### src/rtl/pipeline_stall_controller.sv
// Central stall/flush sequencer for the 5-stage pipeline: merges hazard, miss, multiply and branch sources.
// Optional performance counters are enabled by defining PIPE_STALL_PERF_EN.
module pipeline_stall_controller #(
    parameter int unsigned MUL_CYCLES    = 4,
    parameter int unsigned DMISS_TIMEOUT = 1023
) (
    input  logic       clk,
    input  logic       reset,
    input  logic       load_use_hazard,
    input  logic       dmem_miss,
    input  logic       dmem_ready,
    input  logic       imem_miss,
    input  logic       ex_mul_start,
    input  logic       ex_branch_taken,
    output logic       pc_we,
    output logic       ifid_we,
    output logic       idex_we,
    output logic       exmem_we,
    output logic       memwb_we,
    output logic       ifid_flush,
    output logic       idex_flush,
    output logic       exmem_flush,
    output logic       memwb_flush,
    output logic [1:0] ctrl_state,
    output logic       dmiss_timeout
`ifdef PIPE_STALL_PERF_EN
    ,
    output logic [31:0] stall_cycles,
    output logic [31:0] flush_count
`endif
);

    typedef enum logic [1:0] {
        ST_RUN   = 2'd0,
        ST_DMISS = 2'd1,
        ST_MULT  = 2'd2
    } state_t;

    localparam logic [3:0]  MUL_LOAD = 4'(MUL_CYCLES - 1);
    localparam logic [15:0] WD_LIMIT = 16'(DMISS_TIMEOUT);

    state_t      state_reg, state_next;
    logic [3:0]  mul_cnt_reg, mul_cnt_next;
    logic [15:0] wd_reg, wd_next;
    logic        timeout_reg, timeout_next;

    // Decoded action for this cycle; exactly one (or none) is active.
    logic freeze_dmiss, freeze_mul, do_branch, do_lu, do_imiss;

    always_ff @(posedge clk or posedge reset) begin
        if (reset) begin
            state_reg   <= ST_RUN;
            mul_cnt_reg <= 4'd0;
            wd_reg      <= 16'd0;
            timeout_reg <= 1'b0;
        end else begin
            state_reg   <= state_next;
            mul_cnt_reg <= mul_cnt_next;
            wd_reg      <= wd_next;
            timeout_reg <= timeout_next;
        end
    end

    always_comb begin
        state_next   = state_reg;
        mul_cnt_next = mul_cnt_reg;
        wd_next      = wd_reg;
        timeout_next = timeout_reg;
        freeze_dmiss = 1'b0;
        freeze_mul   = 1'b0;
        do_branch    = 1'b0;
        do_lu        = 1'b0;
        do_imiss     = 1'b0;

        case (state_reg)
            ST_RUN: begin
                if (dmem_miss) begin
                    freeze_dmiss = 1'b1;
                    wd_next      = 16'd0;
                    state_next   = ST_DMISS;
                end else if (ex_mul_start) begin
                    freeze_mul   = 1'b1;
                    mul_cnt_next = MUL_LOAD;
                    state_next   = ST_MULT;
                end else if (ex_branch_taken) begin
                    do_branch = 1'b1;
                end else if (load_use_hazard) begin
                    do_lu = 1'b1;
                end else if (imem_miss) begin
                    do_imiss = 1'b1;
                end
            end
            ST_DMISS: begin
                if (wd_reg != 16'hFFFF) begin
                    wd_next = wd_reg + 16'd1;
                end
                if (wd_next >= WD_LIMIT) begin
                    timeout_next = 1'b1;
                end
                if (dmem_ready) begin
                    // The fill cycle can double as the start of a multiply waiting in EX.
                    if (ex_mul_start) begin
                        freeze_mul   = 1'b1;
                        mul_cnt_next = MUL_LOAD;
                        state_next   = ST_MULT;
                    end else begin
                        state_next = ST_RUN;
                    end
                end else begin
                    freeze_dmiss = 1'b1;
                end
            end
            ST_MULT: begin
                if (mul_cnt_reg > 4'd1) begin
                    freeze_mul   = 1'b1;
                    mul_cnt_next = mul_cnt_reg - 4'd1;
                end else begin
                    mul_cnt_next = 4'd0;
                    state_next   = ST_RUN;
                end
            end
            default: begin
                state_next = ST_RUN;
            end
        endcase
    end

    // Reset forces every enable and bubble low regardless of state.
    always_comb begin
        pc_we       = ~reset & ~(freeze_dmiss | freeze_mul | do_lu | do_imiss);
        ifid_we     = ~reset & ~(freeze_dmiss | freeze_mul | do_lu);
        idex_we     = ~reset & ~(freeze_dmiss | freeze_mul);
        exmem_we    = ~reset & ~freeze_dmiss;
        memwb_we    = ~reset;
        ifid_flush  = ~reset & (do_branch | do_imiss);
        idex_flush  = ~reset & (do_branch | do_lu);
        exmem_flush = ~reset & freeze_mul;
        memwb_flush = ~reset & freeze_dmiss;
    end

    assign ctrl_state    = state_reg;
    assign dmiss_timeout = timeout_reg;

`ifdef PIPE_STALL_PERF_EN
    logic [31:0] stall_cycles_reg;
    logic [31:0] flush_count_reg;

    always_ff @(posedge clk or posedge reset) begin
        if (reset) begin
            stall_cycles_reg <= 32'd0;
            flush_count_reg  <= 32'd0;
        end else begin
            if (!pc_we) begin
                stall_cycles_reg <= stall_cycles_reg + 32'd1;
            end
            if (do_branch) begin
                flush_count_reg <= flush_count_reg + 32'd1;
            end
        end
    end

    assign stall_cycles = stall_cycles_reg;
    assign flush_count  = flush_count_reg;
`endif

endmodule
### config.mk
export PLATFORM = sky130hd
export DESIGN_NAME = pipeline_stall_controller
export DESIGN_NICKNAME = d
export VERILOG_FILES = /design/src/rtl/pipeline_stall_controller.sv
export SDC_FILE = /design/constraint.sdc
export NUM_CORES = 1
export LEC_CHECK = 0
export ABC_AREA = 1
export CORE_MARGIN = 10
export CORE_UTILIZATION = 45
export CTS_BUF_LIST = sky130_fd_sc_hd__clkbuf_16
export DETAILED_ROUTE_END_ITERATION = 8
export PLACE_DENSITY_LB_ADDON = 0.3
export SYNTH_ARGS = -nofsm -noshare
export SYNTH_HDL_FRONTEND = slang
export SYNTH_SLANG_ARGS = --single-unit
### constraint.sdc
create_clock -name clk -period 2.2 [get_ports clk]
set_input_delay 0.44 -clock clk [delete_from_list [all_inputs] [get_ports clk]]
set_output_delay 0.44 -clock clk [all_outputs]
set_load 0.1 [all_outputs]
==> results of run 1 <==
## cell families after synthesis
logic type      count (synthesis)
compound gates                 36
flops                          23
xor+xnor                        2
simple gates                  150
buf+inv                        38
fa+ha+maj                       3
## where the power goes
group	switching [µW]	internal [µW]	total, µW	leakage, µW
combinational	1140	659	1800	0.000746
sequential	73.1	498	571	0.000302
clock	168	247	415	0.0000371
## what timing repair did
item / CTS / global route
setup buffers: 4 / 7
endpoints found under the setup margin: 4 / 6
pin swaps: 1 / 2
resized for setup: 10 / 7
gates cloned: 0 / 0
## cells in the final DEF (no fill, tap or decap), drive strengths merged
cell type | Yosys | layout
a211oi | 1 | 1
xor2 | 2 | 2
nand2 | 73 | 73
nor3b | 1 | 1
or3 | 1 | 1
ha | 3 | 3
clkdlybuf4s50 | 0 | 6
dlygate4sd2 | 0 | 1
inv | 33 | 33
nand4 | 7 | 7
clkinvlp | 0 | 1
a21oi | 11 | 11
a31oi | 1 | 1
o21ai | 16 | 16
clkbuf | 3 | 3
nor2 | 43 | 43
nand3 | 18 | 18
o22ai | 6 | 6
a31o | 1 | 1
nor3 | 6 | 6
dfrtp | 23 | 23
and3 | 1 | 1
buf | 2 | 39
## stage by stage
| stage | std cells | util, % |
|---|---|---|
| detailed placement | 329 | 62.89 |
| floorplan | 252 | - |
| CTS | 336 | 66.48 |
| global placement | 329 | 62.89 |
| global route | 343 | 68.96 |
| finish | 343 | 68.96 |
## layer usage
layer	vias up	global-route usage, %	share of wire (%)
met5	-	0	0
met4	0	6.162	2.3
met3	11	4.900	7.1
met2	53	26.51	49
met1	828	17.39	42
li1	910	-	-
## synthesized netlist by cell type (3+ instances only)
master    count
a21oi_1      11
nor3_1        6
ha_1          3
nor2_1       38
o22ai_1       6
nand3_1      18
clkbuf_1      3
nand4_1       7
nand2_1      71
dfrtp_1      23
o21ai_0      14
inv_1        32
## cell type report
| type | instances | area, µm² | area share (%) |
|---|---|---|---|
| Clock buffer | 3 | 75.07 | 3.163 |
| Clock inverter | 1 | 7.507 | 0.3163 |
| Sequential cell | 23 | 578.1 | 24.35 |
| Multi-Input combinational cell | 191 | 1051 | 44.28 |
| Inverter | 33 | 126.4 | 5.324 |
| Timing Repair Buffer | 46 | 478.0 | 20.14 |
| Tap cell | 46 | 57.56 | 2.425 |
## worst max path at each step
stage | depth (start not counted) | slack, ns | to | startpoint
global placement | 9 | -0.25 | pc_we | dmem_miss
finish | 9 | -0.27 | idex_we | mul_cnt_reg[0]
detailed placement | 9 | -0.28 | pc_we | dmem_miss
floorplan | 7 | -0.55 | pc_we | ctrl_state[1]
CTS | 10 | -0.21 | pc_we | mul_cnt_reg[0]
global route | 9 | -0.32 | idex_we | mul_cnt_reg[0]
## critical path, delay by kind of cell (launching register included)
kind | cells | cell delay, ns
buffers and inverters | 4 | 0.51
DFF | 1 | 0.42
and+or+nand+nor | 3 | 0.60
adders and majority gates | 1 | 0.16
AOI/OAI and AO/OA | 1 | 0.06
==> impl_metrics.tcl, run 1 <==
set metrics [dict create \
    rows 21 \
    portBuffers 19 \
    path_cells "inv_2, ha_4, o21ai_4, inv_2, nor2_2, or3_4, buf_6, nor3_4, buf_12" \
    initial_utilization_pct 47.73 \
    synth_top_cell_by_area "dfrtp_1" \
    maxCapViolCount 0 \
    die_w_um 80.42 \
    area_growth_pct 44.48 \
    placed_cell_area_um2 2165 \
    min_to "dmiss_timeout" \
    stdcell_area_um2 2374 \
    overflow 0 \
    min_path_cells 2 \
    worst_path_most_repeated_cell "inv_2" \
    synth_seq_area_share_pct 35.03 \
    h-tree-depth 1 \
    fin_crit_ns 2.470 \
    whs_ns 0.4687 \
    finalHoldViolCount 0 \
    end_kind "primary output" \
    critPathMaxFanout 2 \
    leakage_uw 0.001085 \
    worstReg2RegStart "wd_reg[1]" \
    avgSynthCellArea_um2 6.519 \
    synth_compound_area_share_pct 11.88 \
    track_usage_pct 15.51 \
    violations "setup timing" \
    fin_ws_ns -0.2703 \
    wl_um 4826 \
    numCtsBuffers 3 \
    ioPinCount 20 \
    synth_nets 263 \
    antenna_found_initial 0 \
    synth_fa_ha_area_share_pct 2.285 \
    ys_ff_latch 23 \
    core_um2 3442 \
    netlist_top_cells_area "dfrtp_1 (35%), nand2_1 (16%), nor2_1 (8.7%)" \
    muxShareOfSynthArea_pct 0 \
    grt_pass1_wl_um 8086 \
    grt_max_degree 24 \
    rr_worst_depth 14 \
    ctsRootBufferMaster "clkbuf_16" \
    fillers 305 \
    clockBufferDepth 2 \
    rrSetupSlack_ns 0.39 \
    fmax_ghz 0.4048 \
    die_h_um 80.42 \
    tns_ns -0.8769 \
    ir_worst_vdd_v 0.001090 \
    dr.first_iter.drc_count 145 \
    dpl_worst_slack_ns -0.2821 \
    rsz0062_at_grt "true" \
    tightest_slew_ns 0.4317 \
    syn_inst 252 \
    fin_nets 309 \
    critPathSlowestCell "dfrtp_1" \
    hold_start "dmiss_timeout" \
    synth-edff-count 0 \
    gp_congestion 0.9567 \
    cts_sinks 23 \
    grt_pass1_vias 1786 \
    crit_arrival_ns 2.03 \
    ys_types 28 \
    syn_area_um2 1643 \
    slew_violations 0 \
    synth_top_family_by_area "simple AND/OR/NAND/NOR gates" \
    cts_tree "yes" \
    min_period_over_period_pct 112.3 \
    power_density_nw_per_um2 1172 \
    yosysTopAreaCellShare_pct 35.03 \
    dieArea_um2 6467 \
    maxSlewHeadroom_pct 71.15 \
    crit_required_ns 1.76 \
    synth-simple-area-share_pct 40.52 \
    wl_per_cell_um 14.07 \
    critPathLaunchType "register" \
    dp_hpwl_um 3510 \
    clock_skew_ns 0.005386 \
    first_pass_iters 4 \
    power_uw 2782 \
    drc 0 \
    drive_gt1_share_pct 26.26 \
    yosys.area_share.xor_xnor_pct 1.066 \
    cts.reportedPaths.clkPinSlew_ns 0.07 \
    synthFlopType "dfrtp_1" \
    min_path_type "register to register" \
    holdBufCountCts 0 \
    critPathMaxStageDelay_ns 0.42 \
    rr_endpoint "dmiss_timeout" \
    largest_register_ffs 16 \
    path_class "register to primary output" \
    clk_latency_ns 0.26 \
    yosys_warnings 0 \
    antenna_cells 0 \
    status "complete, but fails checks" \
    viasPerCell 5.254 \
    drtAntennaViolNets 0 \
    vias 1802 \
    setup_viol 6 \
    async_flop_share_pct 100.0 \
]
Note: power is estimated with default switching activity, not from simulation.
==> inputs of run 2 (changes only) <==
--- a/config.mk
+++ b/config.mk
@@ -7,7 +7,7 @@
 export LEC_CHECK = 0
 export ABC_AREA = 1
 export CORE_MARGIN = 10
-export CORE_UTILIZATION = 45
+export CORE_UTILIZATION = 50
 export CTS_BUF_LIST = sky130_fd_sc_hd__clkbuf_16
 export DETAILED_ROUTE_END_ITERATION = 8
 export PLACE_DENSITY_LB_ADDON = 0.3
==> run 2 against run 1 <==
Effect of this change:
- global-route usage up 0.65 points
- cell count down 0.87%
- critical endpoint is now pc_we
- sequential cell count unchanged
- design area up 0.47%
- the flow still finishes with violations (setup timing)
- clock skew up 0.00088 ns
- power down 0.22%
- sequential share of layout area down 0.11 points
- via count up 0.89%
==> impl_metrics.tcl, run 2 (synthesis gave the netlist of run 1 again) <==
set metrics [dict create \
    status "complete, but fails checks" \
    violations "setup timing" \
    antenna_found_initial 0 \
    die_h_um 77.32 \
    min_period_over_period_pct 111.5 \
    min_path_type "register to register" \
    largest_register_ffs 16 \
    cts_tree "yes" \
    antenna_cells 0 \
    die_w_um 77.32 \
    rr_endpoint "dmiss_timeout" \
    tightest_slew_ns 0.4205 \
    power_density_nw_per_um2 1164 \
    seqCellArea_um2 578.1 \
    clk_latency_ns 0.26 \
    path_class "register to primary output" \
    drc 0 \
    vias 1818 \
    min_path_cells 2 \
    numCtsBuffers 3 \
    finalHoldViolCount 0 \
    worstReg2RegStart "wd_reg[1]" \
    wl_um 4775 \
    slew_violations 0 \
    tns_ns -0.8143 \
    setup_viol 4 \
    cts_sinks 23 \
    endpoint "pc_we" \
    startpoint "mul_cnt_reg[1]" \
    maxCapViolCount 0 \
    wl_per_cell_um 14.04 \
    clock_skew_ns 0.006269 \
    fin_nets 308 \
    rsz0062_at_grt "true" \
    h-tree-depth 1 \
    first_pass_iters 4 \
    dieArea_um2 5978 \
    fillers 246 \
    gp_congestion 0.9182 \
    multi_input_area_um2 1064 \
    cts.reportedPaths.clkPinSlew_ns 0.06 \
    drtAntennaViolNets 0 \
    ctsRootBufferMaster "clkbuf_16" \
    layout_commonest_cell "nand2_1" \
    rr_worst_depth 13 \
    maxSlewHeadroom_pct 71.90 \
    fin_crit_ns 2.454 \
    dp_hpwl_um 3585 \
    end_kind "primary output" \
    whs_ns 0.4693 \
    drive_gt1_share_pct 26.35 \
    fmax_ghz 0.4076 \
    leakage_uw 0.001096 \
    grt_max_degree 24 \
    ioPinCount 20 \
    viasPerCell 5.347 \
    fin_ws_ns -0.2536 \
    stdcell_area_um2 2385 \
    layout_common_cells "nand2_1 (69), nor2_1 (31), buf_4 (26)" \
    critPathLaunchType "register" \
    rrSetupSlack_ns 0.30 \
    critPathMaxFanout 3 \
    ir_worst_vdd_v 0.0009484 \
    rows 20 \
    overflow 0 \
    track_usage_pct 16.17 \
    crit_required_ns 1.76 \
    grt_pass1_wl_um 8204 \
    crit_arrival_ns 2.01 \
    dr.first_iter.drc_count 230 \
    area_growth_pct 45.16 \
    grt_pass1_vias 1877 \
    clockBufferDepth 2 \
    portBuffers 19 \
    initial_utilization_pct 52.94 \
    placed_cell_area_um2 2170 \
    core_um2 3103 \
]
-- run 2: changes by cell type in the layout (fill, tap and decap cells not counted), sizes merged --
cell,previous run,this run
dlymetal6s2s,0,1
clkinv,0,1
dlygate4sd2,1,0
buf,39,38
clkinvlp,1,0
-- run 2: final cells by class --
class,count,share of cell area [%]
multi-input combinational,191,44.60
sequential,23,24.24
timing repair buffer,45,20.20
inverter,33,5.299
clock buffer,3,3.148
tap,44,2.308
clock inverter,1,0.2099
-- run 2: where the power goes --
| group | total, µW | switching, µW | internal (µW) |
|---|---|---|---|
| logic | 1810 | 1140 | 665 |
| registers | 568 | 69.9 | 498 |
| clock network | 398 | 153 | 245 |
-- run 2: worst max-delay path: stages, from the launching register on --
cell and delay (ns):
dfrtp_1 0.38, inv_2 0.11, ha_4 0.15, o21ai_4 0.06, inv_2 0.07, nor2_2 0.04
or3_4 0.35, inv_4 0.08, nand3_4 0.09, nor3_4 0.21, buf_12 0.20
-- run 2: per-stage QoR --
step / std cells / utilization (%) / total power, µW / setup WS, ns
2_1_floorplan: 252 / - / 1605 / -0.5488
3_3_place_gp: 328 / 69.92 / 2123 / -0.2511
3_5_place_dp: 328 / 69.92 / 2158 / -0.3262
4_1_cts: 338 / 75.73 / 2718 / -0.2468
5_1_grt: 340 / 76.85 / 2925 / -0.3411
6_report: 340 / 76.85 / 2776 / -0.2536
-- run 2: metal layers --
metal	track usage, %	wire length, µm	share of wire (%)	vias up
li1	-	-	-	908
met1	18.47	1918	40	854
met2	30.10	2557	54	49
met3	2.914	248	5.2	7
met4	3.832	51	1.1	0
met5	0	0	0	-
-- run 2: how the worst min path moves through the flow --
| stage | from | end | slack (ns) |
|---|---|---|---|
| after CTS | dmiss_timeout | dmiss_timeout | 0.47 |
| after floorplan | wd_reg[15] | wd_reg[15] | 0.52 |
| after detailed placement | dmiss_timeout | dmiss_timeout | 0.45 |
| after global routing | dmiss_timeout | dmiss_timeout | 0.51 |
| after global placement | dmiss_timeout | dmiss_timeout | 0.46 |
| final | dmiss_timeout | dmiss_timeout | 0.47 |
-- run 2: what timing repair did --
item	CTS	global route
cloned	0	0
endpoints found under the setup margin	6	7
hold buffers	0	0
pin swaps	6	3
resized for setup	16	6
buffers inserted	6	2
